<file path="config.mk">
export PLATFORM = sky130hd
export DESIGN_NAME = cpu_seq_ctrl
export DESIGN_NICKNAME = d
export VERILOG_FILES = /design/src/rtl/cpu_seq_ctrl.sv
export SDC_FILE = /design/constraint.sdc
export NUM_CORES = 1
export LEC_CHECK = 0
export CORE_MARGIN = 3
export CORE_UTILIZATION = 47
export CTS_CLUSTER_DIAMETER = 60
export DETAILED_ROUTE_END_ITERATION = 10
export GPL_TIMING_DRIVEN = 0
export PLACE_DENSITY_LB_ADDON = 0.3
export SLEW_MARGIN = 10
export SYNTH_ARGS = -nofsm -noshare
export SYNTH_HDL_FRONTEND = slang
export SYNTH_SLANG_ARGS = --single-unit
export TNS_END_PERCENT = 1
</file>
<file path="constraint.sdc">
create_clock -name clk50 -period 2.05 [get_ports clk50]
set_clock_uncertainty 0.1 [all_clocks]
set_input_delay 0.205 -clock clk50 [delete_from_list [all_inputs] [get_ports clk50]]
set_output_delay 0.205 -clock clk50 [all_outputs]
set_load 0.03 [all_outputs]
</file>
<file path="src/rtl/cpu_seq_ctrl.sv">
// Multi-cycle control sequencer for the 8-bit, 4-register CPU datapath.
// Adds run/single-step control, a retired-instruction counter and a memory-timeout fault.
module cpu_seq_ctrl #(
   parameter int TIMEOUT   = 15,
   parameter bit START_RUN = 1'b1
) (
   input  logic       clk50,
   input  logic       reset,
   input  logic       run,
   input  logic       step,
   input  logic [7:0] instr,
   input  logic       mem_ready,
   output logic       ir_write,
   output logic       pc_write,
   output logic       pc_src,
   output logic       reg_write,
   output logic       reg_dst,
   output logic       alu_src,
   output logic       mem_read,
   output logic       mem_write,
   output logic       mem_to_reg,
   output logic [2:0] state,
   output logic [7:0] retired,
   output logic       fault,
   output logic       busy
);

   // state  | meaning
   // IDLE   | stopped at an instruction boundary, waiting for run or step
   // FETCH  | load IR, PC <= PC+1, latch opcode
   // DECODE | jumps complete here; others continue to EXEC
   // EXEC   | ALU operation / address calculation
   // MEM    | data memory access, waits for mem_ready with timeout
   // WB     | register file write-back, instruction retires
   // FAULT  | memory timeout or illegal state; held until reset

   typedef enum logic [2:0] {
      S_IDLE   = 3'd0,
      S_FETCH  = 3'd1,
      S_DECODE = 3'd2,
      S_EXEC   = 3'd3,
      S_MEM    = 3'd4,
      S_WB     = 3'd5,
      S_FAULT  = 3'd7
   } state_t;

   localparam state_t     RESET_STATE = START_RUN ? S_FETCH : S_IDLE;
   localparam logic [1:0] OP_ADD      = 2'b00;
   localparam logic [1:0] OP_LW       = 2'b01;
   localparam logic [1:0] OP_SW       = 2'b10;
   localparam logic [1:0] OP_J        = 2'b11;
   localparam logic [7:0] TMO_LAST    = 8'(TIMEOUT - 1);

   state_t     cur;
   state_t     boundary;
   logic [1:0] op;
   logic [7:0] wait_cnt;
   logic       unused_instr;

   assign unused_instr = ^instr[5:0];
   assign state        = cur;
   assign boundary     = run ? S_FETCH : S_IDLE;

   always_ff @(posedge clk50 or negedge reset) begin
      if (!reset) begin
         cur      <= RESET_STATE;
         op       <= 2'b00;
         wait_cnt <= 8'd0;
         retired  <= 8'd0;
         fault    <= 1'b0;
      end else begin
         case (cur)
            S_IDLE: begin
               if (run || step)
                  cur <= S_FETCH;
            end
            S_FETCH: begin
               op  <= instr[7:6];
               cur <= S_DECODE;
            end
            S_DECODE: begin
               if (op == OP_J) begin
                  retired <= retired + 8'd1;
                  cur     <= boundary;
               end else begin
                  cur <= S_EXEC;
               end
            end
            S_EXEC: begin
               wait_cnt <= 8'd0;
               cur      <= (op == OP_ADD) ? S_WB : S_MEM;
            end
            S_MEM: begin
               // a ready on the last allowed cycle still wins over the timeout
               if (mem_ready) begin
                  wait_cnt <= 8'd0;
                  if (op == OP_SW) begin
                     retired <= retired + 8'd1;
                     cur     <= boundary;
                  end else begin
                     cur <= S_WB;
                  end
               end else begin
                  wait_cnt <= wait_cnt + 8'd1;
                  if (wait_cnt == TMO_LAST) begin
                     cur   <= S_FAULT;
                     fault <= 1'b1;
                  end
               end
            end
            S_WB: begin
               retired <= retired + 8'd1;
               cur     <= boundary;
            end
            S_FAULT: begin
               fault <= 1'b1;
            end
            default: begin
               cur   <= S_FAULT;
               fault <= 1'b1;
            end
         endcase
      end
   end

   // Moore decode; gated by reset so enables drop the moment reset asserts
   always_comb begin
      ir_write   = 1'b0;
      pc_write   = 1'b0;
      pc_src     = 1'b0;
      reg_write  = 1'b0;
      reg_dst    = 1'b0;
      alu_src    = 1'b0;
      mem_read   = 1'b0;
      mem_write  = 1'b0;
      mem_to_reg = 1'b0;
      busy       = 1'b0;
      if (reset) begin
         busy = (cur != S_IDLE) && (cur != S_FAULT);
         case (cur)
            S_FETCH: begin
               ir_write = 1'b1;
               pc_write = 1'b1;
            end
            S_DECODE: begin
               if (op == OP_J) begin
                  pc_write = 1'b1;
                  pc_src   = 1'b1;
               end
            end
            S_EXEC: begin
               alu_src = (op != OP_ADD);
            end
            S_MEM: begin
               alu_src   = 1'b1;
               mem_read  = (op == OP_LW);
               mem_write = (op == OP_SW);
            end
            S_WB: begin
               reg_write = 1'b1;
               if (op == OP_ADD)
                  reg_dst = 1'b1;
               else
                  mem_to_reg = 1'b1;
            end
            default: begin
            end
         endcase
      end
   end

endmodule

</file>
Word-level counts from Yosys, hierarchy flattened

Cells that the tools add are included.

Bits in registers: 22
Bits of input ports: 13
Output and inout bits: 22
Word-level logic and storage cells: 78

Add/subtract/negate cells: 2
Equality and inequality tests: 18
Multiplexer cells: 39
Bitwise operators: 2
Reduce and logical (&&, ||, !) cells: 12

Operator list:

| kind                  | number |
|---|---|
| $mux W8               | 4 |
| $mux W1               | 24 |
| $pmux W8 S3           | 1 |
| $pmux W3 S7           | 1 |
| $add A8 B1 Y8 const B | 2 |
| $pmux W8 S2           | 1 |
| $mux W3               | 4 |
| $ne A2 B2 Y1 const B  | 6 |
| $eq A3 B3 Y1 const B  | 3 |
| $eq A8 B4 Y1 const B  | 1 |
| $eq A3 B2 Y1 const B  | 2 |
| $ne A3 B3 Y1 const B  | 2 |
| $pmux W1 S2           | 3 |
| $reduce_and A3 Y1     | 2 |
| $reduce_bool A3 Y1    | 2 |
| $reduce_or A5 Y1      | 1 |
| $eq A2 B2 Y1 const B  | 2 |
| $reduce_and A4 Y1     | 1 |
| $reduce_bool A2 Y1    | 2 |
| $eq A3 B1 Y1 const B  | 1 |
| $logic_not A3 Y1      | 1 |
| $eq A2 B1 Y1 const B  | 1 |
| $logic_not A2 Y1      | 1 |
| $mux W2               | 1 |
| other kinds (3)       | 4 |

Logic depth before layout (Yosys ltp)

Gate-level depths: netlist of run 1.

Depth in word-level cells: 4
Depth in mapped cells: 6
Mapped depth without buffers: 6

Least setup slack after synthesis of run 1

No wires, ideal clock.

Kind: register -> output
From: register cur[2], in the netlist state[2]
To: output mem_write
Arrival: 1961 ps
Required time: 1745 ps
Slack: -216 ps
Stages on the path, launching flop included: 5
Buffers on the path: 1
Cell sequence: dfrtp_1 > buf_2 > nor2b_1 > nand2_1 > nor4_1

Longest elaborated chain between the ends: 3

Ends and longest elaborated chain:

| item                     | RTL line | text |
|---|---|---|
| start: declaration       | 54       | `state_t cur;` |
| start signal: assignment | 84       | `cur <= boundary;` |
| start signal: assignment | 91       | `cur <= (op == OP_ADD) ? S_WB : S_MEM;` |
| start signal: assignment | 99       | `cur <= boundary;` |
| $eq A3 B3 Y1             | 140      | `case (cur)` |
| $mux W1                  | 140      |  |
| $mux W1                  | 138      | `if (reset) begin` |
| end: declaration         | 20       | `output logic mem_write,` |

Every way passes these cells.

Final worst setup path of run 1

From: register cur[2], in the netlist state[2]
To: output mem_read

Longest elaborated chain between the ends: 3

Ends and longest elaborated chain:

| item             | RTL line | text |
|---|---|---|
| $eq A3 B3 Y1     | 140      |  |
| $mux W1          | 140      |  |
| $mux W1          | 138      |  |
| end: declaration | 19       | `output logic mem_read,` |

Every way passes these cells.

==> results of run 1 <==
## critical path: stages, from the launching register on
cell,delay (ns)
dfrtp_1,0.42
buf_6,0.15
nor2b_2,0.20
nand2_1,0.10
nor3b_1,0.22
clkdlybuf4s15_2,0.34
## cell type report
type	instances	area, um^2
sequential	22	554
multi-input combinational	103	673
inverter	4	15.0
clock buffer	3	22.5
clock inverter	1	30.0
tap	30	37.5
fill	198	822
buffer	4	38.8
timing repair buffer	34	307
## cell usage in the layout, fill, tap and decap left out, types with 5 or more instances in the layout
master           Yosys  final
buf_2                3      6
clkdlybuf4s15_2      0      5
clkdlybuf4s50_1      0     17
dfrtp_1             21     19
nand2_1             16     16
nand3_1              7      7
nor2_1               8      7
o21ai_0             12     12
xor2_1               7      7
## cells by family after synthesis
| family | Yosys count | synth area share |
|---|---|---|
| compound gates | 30 | 0.159 |
| xor+xnor | 9 | 0.0630 |
| fa+ha+maj | 3 | 0.0300 |
| buf+inv | 9 | 0.0360 |
| flops | 22 | 0.441 |
| mux | 2 | 0.0180 |
| simple gates | 59 | 0.253 |
## power by group through the flow
| stage | Sequential, W | Clock [W] | Combinational, W |
|---|---|---|---|
| after floorplan | 0.000936 | 0 | 0.000654 |
| after global placement | 0.000758 | 0 | 0.00125 |
| after detailed placement | 0.000772 | 0 | 0.00129 |
| after CTS | 0.000765 | 0.000348 | 0.00130 |
| after global routing | 0.000818 | 0.000359 | 0.00147 |
| final | 0.000793 | 0.000338 | 0.00136 |
## timing repair
action	in CTS	in global routing
endpoints found under the setup margin	10	10
gates cloned	0	0
gates resized for setup	39	17
endpoints found under the hold margin	21	0
hold buffers	2	0
buffers inserted	0	4
## state kept, by name, indices dropped and copies added, names as in the netlist
register	cells
retired	8
op	2
fault	1
state	3
wait_cnt	8
## worst paths after layout
| kind | startpoint | end | slack, ns |
|---|---|---|---|
| setup / recovery | state[2] | mem_read | 0.01 |
| hold / removal | instr[7] | op[1] | 0.35 |
| setup reg to reg | state[0] | wait_cnt[5] | 0.21 |
| hold reg to reg | retired[7] | retired[7] | 0.38 |
| max in group asynchronous | reset | state[1] | 0.50 |
| min in group asynchronous | reset | state[0] | 0.51 |
## through the flow
stage	worst slack (ns)	hold WS, ns	instances
after floorplan	-0.0648	-0.191	134
after global placement	-0.894	0.357	192
after detailed placement	-0.948	0.363	192
after CTS	-0.102	0.348	198
after global routing	-0.0577	0.367	201
final	0.00990	0.353	201
## metal layers
| layer | track usage | wire length, um | vias up |
|---|---|---|---|
| met2 | 0.303 | 1450 | 38 |
| met3 | 0.0271 | 180 | 4 |
| li1 | - | - | 551 |
| met5 | 0 | 0 | - |
| met1 | 0.246 | 1350 | 549 |
| met4 | 0.0464 | 23 | 0 |
==> metrics.md, run 1 <==
| Metric | Value |
|---|---|
| Most frequent cells after synthesis | `dfrtp_1, nand2_1, o21ai_0` |
| Syn Inst Count | `134` |
| Pwr dens | `1490 nW/um^2` |
| Worst hold path depth | `3` |
| Post-route DRC | `0` |
| Top post-synthesis cells by area | `dfrtp_1, xor2_1, o21ai_0, nand2_1, ha_1` |
| Worst EP required | `1.75 ns` |
| Initial antenna violation count | `0` |
| Cell taking the most area after synthesis | `dfrtp_1` |
| Dominant synthesized flop cell | `dfrtp_1` |
| HPWL Detailed | `2.06 mm` |
| Critical path peak fanout | `10` |
| Ys Warns | `0` |
| Clock transition at the registers of the reported paths | `0.13 ns` |
| Share of the synthesized area in the top cell type | `0.420` |
| Core area | `2500 um^2` |
| Routed Antenna Nets | `0` |
| Post-route cell area | `1680 um^2` |
| Sequential share of power | `0.318` |
| CTS Buf Count | `3` |
| Slew HR | `0.340` |
| Syn_nets | `150` |
| Final nets | `188` |
| Initial Util | `0.501` |
| Measured slew at the worst slew-check pin | `0.986 ns` |
| Peak Freq | `0.490 GHz` |
| Die height | `57.6 um` |
| DIE AREA | `3320 um^2` |
| Vias in the first global route | `1083` |
| Clock power frac | `0.136` |
| # diodes | `0` |
| Fraction of layout cells with a size suffix above 1 | `0.216` |
| P_sw | `0.00112 W` |
| Worst R2R Path Depth | `5` |
| Placed inst area | `1580 um^2` |
| Setup TNS | `0 ns` |
| Kind of critical path | `register to primary output` |
| Pint | `0.00138 W` |
| Sequential area share after synthesis | `0.441` |
| Minimum clock period | `2.04 ns` |
| Fin. max-slew vios | `0` |
| Fin. Hold Viols | `0` |
| CTS tree | `built` |
| Fin crit share | `0.995` |
| Count leader, synth | `dfrtp_1` |
| First drt pass iteration count | `5` |
| Core Rows | `18` |
| Largest net degree at the start of global routing | `22` |
| Ports | `35` |
| Clk Latency, worst-skew pair | `0.31 ns` |
| Gr usage total | `0.182` |
| CP Data Arrival Time | `1.74 ns` |
| Total gr overflow | `0` |
| Post-synthesis async set-or-reset flop share | `1.00` |
| Total wire length | `3.01 mm` |
| I/O Buffers | `28` |
| Wire length of the first global-routing pass | `4.85 mm` |
| H-tree levels | `1` |
| Post-DR wirelength/cell | `15.0 um` |
| Syn_area_per_cell | `9.34 um^2` |
| Area grow syn2layout | `34.1%` |
| Die X | `57.6 um` |
| Cell area after synthesis | `1250 um^2` |
| Power, Total | `0.00249 W` |
| Critical path launch point type | `register` |
| Max-Cap Viols | `0` |
| 1st-iter DRT viols | `37` |
| Netlist cell types | `40` |
| Placer congestion estimate | `0.805` |
| CTS max path bufs | `2` |
| Final setup violation count | `0` |
| RSZ-0062 raised after global routing | `yes` |
| EDFF count, synth | `0` |
| Post-DR vias/cell | `5.68` |
| DR vias | `1142` |
| Root buf cell | `clkbuf_4` |
| Yosys reg bits | `22` |
| Gate power share | `0.547` |
| LEAKAGE | `0.723 nW` |
| Sink Count | `22` |
| Switching share of power | `0.448` |
| Worst setup EP type | `primary output` |
| Final Core Density | `0.671` |
| Status | `finished, final reports clean` |
| Peak supply drop | `1090 uV` |
| HP Class | `input port to register` |
Power figures use the tool's default switching activity.
==> run 2, diff against run 1 <==
==> constraint.sdc (replaced) <==
create_clock -name clk50 -period 2.05 [get_ports clk50]
set_clock_uncertainty 0.1 [all_clocks]
set_input_delay 0.3075 -clock clk50 [delete_from_list [all_inputs] [get_ports clk50]]
set_output_delay 0.3075 -clock clk50 [all_outputs]
set_load 0.03 [all_outputs]
==> run 2 against run 1 <==
  * The run now ends with negative setup slack left
  * Global-route usage grew 1.0 points
  * Critical path depth did not move
  * Core utilization is 2.6 points higher
  * Routed wire length rose by 4.4%
  * Fmax shrank 2.1%
  * Sequential cell count is the same
  * Clock power is 2% higher
  * First-iteration DRC count increased by 11%
  * Critical path type unchanged
  * Critical endpoint unchanged
  * Largest cell class unchanged
==> metrics.md, run 2 (same netlist as run 1, synthesis figures left out) <==
| Metric | Value |
|---|---|
| Status | `complete, but fails checks` |
| Failing checks | `negative setup slack` |
| Critical path launch point type | `register` |
| Die height | `57.6 um (unchanged)` |
| Ports | `35 (unchanged)` |
| Slowest-stage cell, CP | `dfrtp_1` |
| Wire length of the first global-routing pass | `5.11 mm (+5.4%)` |
| CP Data Arrival Time | `1.68 ns (-0.06 ns)` |
| Total wire length | `3.14 mm (+4.4%)` |
| Crit-path cells | `buf_6 > nor2b_2 > nand2_1 > nor3b_1 > buf_2` |
| Post-route DRC | `0 (unchanged)` |
| CTS tree | `built` |
| Measured slew at the worst slew-check pin | `0.890 ns (-0.0962 ns)` |
| RSZ-0062 raised after global routing | `yes` |
| Sink Count | `22 (unchanged)` |
| Peak supply drop | `1110 uV (+1.9%)` |
| CTS max path bufs | `2 (unchanged)` |
| CTS Buf Count | `3 (unchanged)` |
| Post-DR wirelength/cell | `15.2 um (+1.4%)` |
| Fraction of layout cells with a size suffix above 1 | `0.254 (+0.0379)` |
| Core Rows | `18 (unchanged)` |
| DR vias | `1161 (+1.7%)` |
| H-tree levels | `1 (unchanged)` |
| Commonest non-fill, non-tap cells in the layout | `dfrtp_1, nand2_1, clkdlybuf4s50_1` |
| Buf+Inv Stages, Crit Path | `2 (unchanged)` |
| Critical path peak fanout | `5 (-5)` |
| Commonest non-fill, non-tap cell in the layout | `dfrtp_1` |
| Placer congestion estimate | `0.805 (unchanged)` |
| Hold path start | `retired[7]` |
| Initial Util | `0.501 (unchanged)` |
| Critical path origin | `state[2]` |
| Minimum clock period | `2.08 ns (+0.0445 ns)` |
| CP top delay family | `simple AND/OR/NAND/NOR gates` |
| Largest net degree at the start of global routing | `20 (-9.1%)` |
| Initial antenna violation count | `0 (unchanged)` |
| Worst EP required | `1.64 ns (-0.11 ns)` |
| Core area | `2500 um^2 (unchanged)` |
| Slew HR | `0.405 (+0.0644)` |
| Layout Cells excl Fill | `207 (+3.0%)` |
| HP Class | `register to register` |
| Slowest Stage Delay on Critical Path | `0.43 ns (about the same)` |
| Final Core Density | `0.697 (+0.0255)` |
| Routed Antenna Nets | `0 (unchanged)` |
| DIE AREA | `3320 um^2 (unchanged)` |
| Peak Freq | `0.480 GHz (-2.1%)` |
| Die X | `57.6 um (unchanged)` |
| HPWL Detailed | `2.06 mm (unchanged)` |
| First drt pass iteration count | `4 (-1)` |
| Max-Cap Viols | `0 (unchanged)` |
| I/O Buffers | `28 (unchanged)` |
| 1st-iter DRT viols | `41 (+11%)` |
| Fin. Hold Viols | `0 (unchanged)` |
| Worst R2R Path Depth | `4 (-1)` |
| Kind of critical path | `register to primary output` |
| Clock transition at the registers of the reported paths | `0.14 ns (about the same)` |
| Fin crit share | `1.02 (+0.0217)` |
| Reg-to-reg endpoint | `wait_cnt[5]` |
| Gr usage total | `0.192 (+0.0103)` |
| Total gr overflow | `0 (unchanged)` |
| Worst setup EP type | `primary output` |
| Vias in the first global route | `1140 (+5.3%)` |
| Post-DR vias/cell | `5.61 (-1.3%)` |
| Final nets | `194 (+3.2%)` |
| Root buf cell | `clkbuf_4` |
| LEAKAGE | `0.769 nW (+6.4%)` |
| Pwr dens | `1510 nW/um^2 (+1.5%)` |
| # diodes | `0 (unchanged)` |
| Final worst slack | `-0.0346 ns (-0.0445 ns)` |
| Final setup violation count | `2 (+2)` |
| Hold endpoint | `retired[7]` |
| Placed cells | `192 (unchanged)` |
| FF-to-FF setup slack | `0.22 ns (about the same)` |
| Clk Latency, worst-skew pair | `0.31 ns (about the same)` |
| Worst hold path depth | `1 (-2)` |
| Worst r2r src | `state[1]` |
| Area grow syn2layout | `39.2%` |
| Fin. max-slew vios | `0 (unchanged)` |
[run 2: routing by layer]
metal	global-route usage	wire length [um]
met1	0.255	1430
met2	0.331	1490
met3	0.0249	183
met4	0.0464	40
met5	0	0
[run 2: layout make-up]
type,count,area [um^2]
plain buffers,5,50.0
clock buffers,3,22.5
clock inverters,1,30.0
fillers,186,758
inverters,4,15.0
multi-input cells,103,688
flip-flops and latches,22,554
well taps,30,37.5
repair buffers,39,344
[run 2: power breakdown]
group / switching [W] / internal (W) / leakage, nW
Sequential: 0.000177 / 0.000592 / 0.262
Clock: 0.000147 / 0.000198 / 0.0279
Combinational: 0.000842 / 0.000673 / 0.479
[run 2: what timing repair did]
action / 4_1_cts / 5_1_grt
cloned: 0 / 1
hold endpoints to repair: 2 / 0
setup endpoints to repair: 10 / 10
hold buffers: 3 / 0
pin swaps: 0 / 1
resized for setup: 63 / 16
setup buffers: 5 / 2
[run 2: worst max path at each step]
stage | cells after the start | slack [ns] | endpoint
floorplan | 4 | -0.17 | mem_read
global placement | 4 | -1.10 | pc_write
detailed placement | 4 | -1.15 | pc_write
CTS | 4 | -0.008 | reg_dst
global route | 5 | -0.07 | mem_read
finish | 5 | -0.03 | mem_read
[run 2: stage by stage]
| step | area [um^2] | hold WS, ns | TNS, ns | worst slack (ns) | power [W] |
|---|---|---|---|---|---|
| global placement | 1580 | 0.357 | -9.67 | -1.10 | 0.00201 |
| floorplan | 1260 | -0.0881 | -0.320 | -0.167 | 0.00159 |
| CTS | 1710 | 0.384 | -0.00760 | -0.00760 | 0.00253 |
| detailed placement | 1580 | 0.363 | -10.28 | -1.15 | 0.00206 |
| global route | 1740 | 0.416 | -0.298 | -0.0723 | 0.00278 |
| finish | 1740 | 0.383 | -0.0560 | -0.0346 | 0.00263 |
